--- config.mk ---
export PLATFORM = sky130hd
export DESIGN_NAME = i2c_reg_slave
export DESIGN_NICKNAME = d
export VERILOG_FILES = /design/src/rtl/i2c_reg_slave.sv
export SDC_FILE = /design/constraint.sdc
export NUM_CORES = 1
export LEC_CHECK = 0
export ABC_AREA = 1
export CELL_PAD_IN_SITES_DETAIL_PLACEMENT = 1
export CELL_PAD_IN_SITES_GLOBAL_PLACEMENT = 1
export CORE_MARGIN = 5
export CORE_UTILIZATION = 43
export CTS_BUF_LIST = sky130_fd_sc_hd__clkbuf_8
export CTS_CLUSTER_DIAMETER = 150
export DETAILED_ROUTE_END_ITERATION = 7
export PLACE_DENSITY_LB_ADDON = 0.3
export SLEW_MARGIN = 20
export SYNTH_ARGS = -nofsm -noshare
export SYNTH_HDL_FRONTEND = slang
export SYNTH_SLANG_ARGS = --single-unit
--- constraint.sdc ---
create_clock -name clk -period 2.5 [get_ports clk]
set_input_delay 0.75 -clock clk [delete_from_list [all_inputs] [get_ports clk]]
set_output_delay 0.75 -clock clk [all_outputs]
set_load 0.02 [all_outputs]
--- src/rtl/i2c_reg_slave.sv ---
// i2c_reg_slave: clocked I2C target serving a DEPTH-byte register bank through an
// auto-incrementing pointer. SCL_I/SDA_I are oversampled in the clk domain.
// Optional clock stretching after every ACK/NACK slot: define I2C_REG_SLAVE_STRETCH_EN.
module i2c_reg_slave #(
  parameter logic [6:0]  SLAVE_ADDR     = 7'h50,
  parameter int unsigned DEPTH          = 16,
  parameter int unsigned PTR_W          = 4,
  parameter int unsigned STRETCH_CYCLES = 8
) (
  input  logic             clk,
  input  logic             rst,
  input  logic             SCL_I,
  input  logic             SDA_I,
  output logic             SCL_O,
  output logic             SDA_O,
  input  logic [PTR_W-1:0] host_addr,
  output logic [7:0]       host_rdata,
  output logic             wr_valid,
  output logic [PTR_W-1:0] wr_addr,
  output logic [7:0]       wr_data,
  output logic             busy
);

  typedef enum logic [3:0] {
    IDLE, ADDR, ADDR_ACK, PTR, PTR_ACK, WR_DATA, WR_ACK, RD_DATA, RD_ACK, WAIT_STOP
  } state_t;

  if (DEPTH != (32'd1 << PTR_W) || STRETCH_CYCLES == 0) begin : g_param_check
    $error("i2c_reg_slave: DEPTH must equal 2**PTR_W and STRETCH_CYCLES must be nonzero");
  end

  logic scl_s1_q, scl_s2_q, scl_h_q;
  logic sda_s1_q, sda_s2_q, sda_h_q;
  logic scl_rise, scl_fall, start_det, stop_det;

  state_t           state_q, state_d;
  logic [3:0]       bitcnt_q, bitcnt_d;
  logic [7:0]       shift_q, shift_d;
  logic [PTR_W-1:0] ptr_q, ptr_d, ptr_inc;
  logic             rw_q, rw_d;
  logic             ack_q, ack_d;
  logic             sda_o_q, sda_o_d;
  logic             busy_q, busy_d;
  logic             wr_valid_q, wr_valid_d;
  logic [PTR_W-1:0] wr_addr_q, wr_addr_d;
  logic [7:0]       wr_data_q, wr_data_d;
  logic             reg_we;
  logic             byte_full;
  logic [7:0]       rd_cur, rd_nxt;
  logic [7:0]       regs_q [DEPTH];

  // Two-stage synchronizer plus one history stage per bus line; idle bus is high.
  always_ff @(posedge clk) begin
    if (!rst) begin
      {scl_s1_q, scl_s2_q, scl_h_q} <= '1;
      {sda_s1_q, sda_s2_q, sda_h_q} <= '1;
    end else begin
      scl_s1_q <= SCL_I;
      scl_s2_q <= scl_s1_q;
      scl_h_q  <= scl_s2_q;
      sda_s1_q <= SDA_I;
      sda_s2_q <= sda_s1_q;
      sda_h_q  <= sda_s2_q;
    end
  end

  assign scl_rise  = scl_s2_q & ~scl_h_q;
  assign scl_fall  = ~scl_s2_q & scl_h_q;
  assign start_det = scl_s2_q & scl_h_q & ~sda_s2_q & sda_h_q;
  assign stop_det  = scl_s2_q & scl_h_q & sda_s2_q & ~sda_h_q;

  assign byte_full = (bitcnt_q == 4'd8);
  assign ptr_inc   = ptr_q + 1'b1;
  assign rd_cur    = regs_q[ptr_q];
  assign rd_nxt    = regs_q[ptr_inc];

  // Protocol FSM: bits are shifted on SCL rise; SDA_O only moves after an SCL fall.
  always_comb begin
    state_d    = state_q;
    bitcnt_d   = bitcnt_q;
    shift_d    = shift_q;
    ptr_d      = ptr_q;
    rw_d       = rw_q;
    ack_d      = ack_q;
    sda_o_d    = sda_o_q;
    busy_d     = busy_q;
    wr_valid_d = 1'b0;
    wr_addr_d  = wr_addr_q;
    wr_data_d  = wr_data_q;
    reg_we     = 1'b0;
    if (start_det) begin
      state_d  = ADDR;
      bitcnt_d = '0;
      sda_o_d  = 1'b1;
    end else if (stop_det) begin
      state_d  = IDLE;
      bitcnt_d = '0;
      sda_o_d  = 1'b1;
      busy_d   = 1'b0;
    end else begin
      unique case (state_q)
        IDLE, WAIT_STOP: ;
        ADDR: begin
          if (scl_rise && !byte_full) begin
            shift_d  = {shift_q[6:0], sda_s2_q};
            bitcnt_d = bitcnt_q + 4'd1;
          end else if (scl_fall && byte_full) begin
            bitcnt_d = '0;
            if (shift_q[7:1] == SLAVE_ADDR) begin
              sda_o_d = 1'b0;
              busy_d  = 1'b1;
              rw_d    = shift_q[0];
              state_d = ADDR_ACK;
            end else begin
              busy_d  = 1'b0;
              state_d = WAIT_STOP;
            end
          end
        end
        PTR: begin
          if (scl_rise && !byte_full) begin
            shift_d  = {shift_q[6:0], sda_s2_q};
            bitcnt_d = bitcnt_q + 4'd1;
          end else if (scl_fall && byte_full) begin
            bitcnt_d = '0;
            ptr_d    = shift_q[PTR_W-1:0];
            sda_o_d  = 1'b0;
            state_d  = PTR_ACK;
          end
        end
        WR_DATA: begin
          if (scl_rise && !byte_full) begin
            shift_d  = {shift_q[6:0], sda_s2_q};
            bitcnt_d = bitcnt_q + 4'd1;
          end else if (scl_fall && byte_full) begin
            bitcnt_d   = '0;
            reg_we     = 1'b1;
            wr_valid_d = 1'b1;
            wr_addr_d  = ptr_q;
            wr_data_d  = shift_q;
            sda_o_d    = 1'b0;
            state_d    = WR_ACK;
          end
        end
        // ACK states are entered on an SCL fall, so the next fall closes the slot.
        ADDR_ACK: begin
          if (scl_fall) begin
            if (rw_q) begin
              shift_d = rd_cur;
              sda_o_d = rd_cur[7];
              state_d = RD_DATA;
            end else begin
              sda_o_d = 1'b1;
              state_d = PTR;
            end
          end
        end
        PTR_ACK: begin
          if (scl_fall) begin
            sda_o_d = 1'b1;
            state_d = WR_DATA;
          end
        end
        WR_ACK: begin
          if (scl_fall) begin
            sda_o_d = 1'b1;
            ptr_d   = ptr_inc;
            state_d = WR_DATA;
          end
        end
        // Bit 7 is already on SDA_O at entry; each fall presents the next bit.
        RD_DATA: begin
          if (scl_rise && !byte_full) begin
            bitcnt_d = bitcnt_q + 4'd1;
          end else if (scl_fall) begin
            if (byte_full) begin
              bitcnt_d = '0;
              sda_o_d  = 1'b1;
              state_d  = RD_ACK;
            end else begin
              sda_o_d = shift_q[6];
              shift_d = {shift_q[6:0], 1'b0};
            end
          end
        end
        RD_ACK: begin
          if (scl_rise) begin
            ack_d = sda_s2_q;
          end else if (scl_fall) begin
            ptr_d = ptr_inc;
            if (!ack_q) begin
              shift_d = rd_nxt;
              sda_o_d = rd_nxt[7];
              state_d = RD_DATA;
            end else begin
              sda_o_d = 1'b1;
              state_d = WAIT_STOP;
            end
          end
        end
        default: state_d = IDLE;
      endcase
    end
  end

  // FSM and datapath registers.
  always_ff @(posedge clk) begin
    if (!rst) begin
      state_q    <= IDLE;
      bitcnt_q   <= '0;
      shift_q    <= '0;
      ptr_q      <= '0;
      rw_q       <= 1'b0;
      ack_q      <= 1'b1;
      sda_o_q    <= 1'b1;
      busy_q     <= 1'b0;
      wr_valid_q <= 1'b0;
      wr_addr_q  <= '0;
      wr_data_q  <= '0;
    end else begin
      state_q    <= state_d;
      bitcnt_q   <= bitcnt_d;
      shift_q    <= shift_d;
      ptr_q      <= ptr_d;
      rw_q       <= rw_d;
      ack_q      <= ack_d;
      sda_o_q    <= sda_o_d;
      busy_q     <= busy_d;
      wr_valid_q <= wr_valid_d;
      wr_addr_q  <= wr_addr_d;
      wr_data_q  <= wr_data_d;
    end
  end

  // Register bank: cleared by reset, written at the end of each received data byte.
  always_ff @(posedge clk) begin
    if (!rst) begin
      for (int unsigned i = 0; i < DEPTH; i++) regs_q[i] <= '0;
    end else if (reg_we) begin
      regs_q[ptr_q] <= shift_q;
    end
  end

  assign host_rdata = regs_q[host_addr];
  assign SDA_O      = sda_o_q;
  assign busy       = busy_q;
  assign wr_valid   = wr_valid_q;
  assign wr_addr    = wr_addr_q;
  assign wr_data    = wr_data_q;

`ifdef I2C_REG_SLAVE_STRETCH_EN
  localparam int unsigned SW = $clog2(STRETCH_CYCLES + 1);
  logic [SW-1:0] stretch_q;
  logic          slot_end;

  assign slot_end = scl_fall & ~start_det & ~stop_det &
                    (state_q inside {ADDR_ACK, PTR_ACK, WR_ACK, RD_ACK});

  // Hold SCL low for STRETCH_CYCLES after each ACK/NACK slot; bus conditions cancel it.
  always_ff @(posedge clk) begin
    if (!rst || start_det || stop_det) stretch_q <= '0;
    else if (slot_end)                 stretch_q <= SW'(STRETCH_CYCLES);
    else if (stretch_q != '0)          stretch_q <= stretch_q - 1'b1;
  end

  assign SCL_O = (stretch_q == '0) | start_det | stop_det;
`else
  assign SCL_O = 1'b1;
`endif

endmodule

After elaboration in Yosys (flattened, before gate mapping) --
Memory sizes are Yosys's and may differ from the RTL's. A register that Yosys moved wholly into a read port is not among the register bits. Index checks and enable logic that the tools add are counted.
Cells by class: shifts and indexed selects 0, equal/unequal tests 49, bitwise gates (word level) 16, muxes and demuxes 74, reduce and logical (&&, ||, !) cells 26, magnitude comparators 0, divide/modulo/power cells 0, multiply operators 0, add/subtract/negate cells 2
Operators with widths (count):
- 2-to-1 mux 4 bit | 27
- 2-to-1 mux 8 bit | 10
- != test 4 bit, second input constant | 12
- != test 2 bit, second input constant | 18
- case mux 4 bit (8 select lines) | 1
- case mux 8 bit (4 select lines) | 1
- 2-to-1 mux 1 bit | 31
- AND reduction 14 bit | 2
- AND reduction 12 bit | 2
- equality test 4 x 3 -> 1 bit, second input constant | 4
- equality test 4 bit, second input constant | 3
- case mux 4 bit (3 select lines) | 1
- AND reduction 4 bit | 3
- AND reduction 6 bit | 2
- != test 3 bit, second input constant | 3
- inverter 1 bit | 9
- adder 4 x 1 -> 4 bit, second input constant | 2
- equality test 4 x 2 -> 1 bit, second input constant | 2
- case mux 4 bit (2 select lines) | 1
- OR reduction 8 bit | 1
- AND 1 bit | 7
- equality test 7 bit, second input constant | 1
- != test 2 x 1 -> 1 bit, second input constant | 3
- case mux 1 bit (6 select lines) | 1
- 14 further kinds | 20
Storage, ports and cells: bits in latches 0, RAM bits 128, memories kept 1, ROM bits 0, output and inout bits 24, register bits after elaboration 43, bits of input ports 8
Memories:
- regs_q | words 16, width 8, rd ports 3, clocked after Yosys merged registers in 1, write ports 16, line 50 | logic [7:0] regs_q [DEPTH];

Depth between registers and ports, before layout --
word-level depth 13, mapped depth 15, depth with buffers taken out 12

Worst setup path after synthesis --
Ideal clock, no wire load.
kind in2out, start input port host_addr[0], end output port host_rdata[5], required time 1.750 ns, stages on the path 6, buffers on the path 2, path slack -0.313 ns, arrival 2.063 ns, cell sequence clkbuf_1 -> clkbuf_1 -> a21oi_1 -> o21ai_0 -> o22ai_1 -> o21ai_0
Between the ends: longest elaborated chain between the ends 1
Ends and longest elaborated chain:
- start: declaration | line 16 | input logic [PTR_W-1:0] host_addr,
- memory read (16 x 8 bit)
- end: declaration | line 17 | output logic [7:0] host_rdata,
Every way passes these cells.

Final worst setup path --
start input port host_addr[0], end output port host_rdata[7]
Same word-level chain as after synthesis.

==> results.md <==
* Die Y-Extent at 169 µm
* Nets@finish at 1640
* Setup TNS at -1.07 ns
* Synthesized instance count at 1546
* Final critical-path share of the clock period at 109%
* Ant diodes at 0
* Area grow syn2layout at 25.1%
* Ys Warns at 0
* PnR worst setup slack at -0.230 ns
* Clk sinks at 175
* Max_slew headroom at 50.1%
* Flops & latches, synth at 175
* Hold Path Class: reg2reg
* Grt ovf at 0
* CTS H-tree depth at 4
* Gr usage total at 32.1%
* Max Fclk at 0.366 GHz
* DP Area at 12300 µm²
* Final max-slew violation count at 0
* FF/Latch Area at 4790 µm²
* Synth Cell Area at 10900 µm²
* First-pass DRT Iterations at 5
* Area occupied by multi-input gates at 5370 µm²
* Clk_skew at 0.0219 ns
* Core Box Area at 25000 µm²
* Fraction of layout cells with a size suffix above 1 at 17.0%
* Vias per inst at 6.00
* Run status: finished, violations left
* Antenna viol nets, final at 0
* Latest clock arrival within the worst-skew pair at 0.49 ns
* Vias at 11800
* Max-cap violations at 0
* First-pass GRT wire length at 70200 µm
* Synth unique cells at 33
* Crit path time final at 2.73 ns
* Detailed placement HPWL at 31400 µm
* DRT iter0 DRCs at 1469
* Register area share after synthesis at 43.9%
* Initial Utilization at 43.5%
* Setup Viol. Count Final at 8
* Fill cells at 3136
* Post-route cell area at 13600 µm²
* RSZ-0062 raised after global routing: yes
* Per-cell routed wire length at 23.8 µm
* Gpl congestion at 0.927
* Pleak at 5.74 nW
* CTS tree: done
* Final Hold Vio Count at 0
* CP arrival at 1.98 ns
* Routed WL at 46900 µm
* Root Buffer: clkbuf_8
* Syn nets at 1560
* Commonest cells after routing, fill and taps aside: nand2_1, nand3_1, nor2_1
* Peak VDD IR at 0.406 mV
* CTS max path bufs at 2
* Avg Cell Area, Syn at 7.05 µm²
* IO Count at 32
* CP Launch Type: input port
* Chip width at 169 µm
* Largest net degree at the start of global routing at 82
* Die footprint at 28600 µm²
* Initial antenna violation count at 0
* Commonest non-fill, non-tap cell in the layout: nand2_1
* Failing checks: setup timing
* Power per standard cell area at 854 nW/µm²
* Site row count at 58
* WS Path Type: in2out
* Vias in the first global route at 12000
* Drt drc at 0
* Crit-path max FO at 11
* Tightest Pin Transition at 0.747 ns
* PortBufs at 30
* Total CTS buffers at 17
* Clk pin slew, worst setup/hold paths at 0.12 ns
* Worst setup EP type: output port
* Worst path required time at 1.75 ns
* Cts hold-fix bufs at 0
-- sequential cells by signal, indices dropped and copies added, names as in the netlist, named ones only --
register and cells:
ack_q 1, rw_q 1, ptr_q 4, scl_s2_q 1, scl_s1_q 1, state_q 4, sda_s1_q 1, shift_q 8
SDA_O 1, wr_data 8, scl_h_q 1, sda_s2_q 1, wr_addr 4, sda_h_q 1, wr_valid 1, bitcnt_q 4
busy 1, regs_q 128
-- routing by layer --
metal | wire length [µm] | GRT usage, % | share of wire (%)
met5 | 0 | 0 | 0
met4 | 3060 | 16.5 | 6.5
met3 | 3160 | 3.68 | 6.7
met2 | 22400 | 54.9 | 48
met1 | 18300 | 40.3 | 39
-- layout make-up --
cell class	instances	area share [%]
inverter	179	4.99
clock inverter	14	1.35
tap	330	3.03
sequential	175	35.1
multi-input combinational	1099	39.4
timing repair buffer	154	14.3
clock buffer	18	1.82
-- timing repair --
item | in CTS | in global routing
pin swaps | 23 | 18
hold endpoints to repair | 0 | 0
gates cloned | 10 | 5
setup buffers | 5 | 1
resized for setup | 167 | 32
endpoints found under the setup margin | 8 | 8
-- power by group --
group | internal (W) | total, W | switching [W]
clock network | 0.000897 | 0.00224 | 0.00135
registers | 0.00333 | 0.00357 | 0.000246
logic | 0.00173 | 0.00582 | 0.00409
total | 0.00596 | 0.0116 | 0.00568
-- cells by family after synthesis --
logic type	share of synthesized area, %
adder cells (fa/ha/maj)	0.689
XOR/XNOR	0.322
AO/OA/AOI/OAI	11.8
AND/OR/NAND/NOR	33.6
flip-flops	43.9
other	0.0344
buffers and inverters	9.65
-- stage by stage --
step / cells / power [W] / hold slack, ns / setup WS (ns) / util (%)
after floorplan: 1546 / 0.00701 / 0.393 / 0.0166 / -
after CTS: 1963 / 0.0114 / 0.431 / -0.106 / 53.5
after detailed placement: 1918 / 0.00907 / 0.402 / -0.804 / 49.2
after global placement: 1918 / 0.00893 / 0.394 / -0.764 / 49.2
after global routing: 1969 / 0.0122 / 0.448 / -0.294 / 54.4
final: 1969 / 0.0116 / 0.430 / -0.230 / 54.4
-- critical path, cell delays in order --
cell,delay (ns)
buf_16,0.14
buf_12,0.15
buf_8,0.14
o21ai_0,0.26
a21oi_1,0.11
o221ai_2,0.17
nand2_1,0.10
buf_6,0.15
-- Yosys cell counts --
library cell	instances	share of area, %
a211oi_1	3	0.21
a21oi_1	87	4.0
and3_1	1	0.057
buf_1	15	0.52
buf_2	6	0.28
buf_4	4	0.28
buf_6	1	0.10
clkbuf_1	67	2.3
clkinv_1	9	0.31
conb_1	1	0.034
dfxtp_1	47	8.6
edfxtp_1	128	35
ha_1	6	0.69
inv_1	161	5.5
inv_2	9	0.31
nand2_1	396	14
nand2_2	18	1.0
nand2_4	1	0.10
nand3_1	215	9.9
nand3_2	3	0.28
nand4_1	7	0.40
nor2_1	192	6.6
nor2_2	1	0.057
nor2_4	10	1.0
nor3_1	3	0.14
o211ai_1	18	1.2
o21ai_0	109	5.0
o21ai_1	1	0.046
o221ai_1	15	1.2
o22ai_1	2	0.11
or2_2	6	0.34
xnor2_1	1	0.080
xor2_1	3	0.24
-- worst paths after layout --
path	startpoint	endpoint	slack (ns)	depth (start not counted)
setup / recovery	host_addr[0]	host_rdata[7]	-0.23	8
hold reg to reg	scl_s1_q	scl_s2_q	0.43	1
hold / removal	scl_s1_q	scl_s2_q	0.43	1
setup reg to reg	bitcnt_q[0]	regs_q[2][6]	0.15	14
No activity file was read; power rests on OpenSTA's default activity.
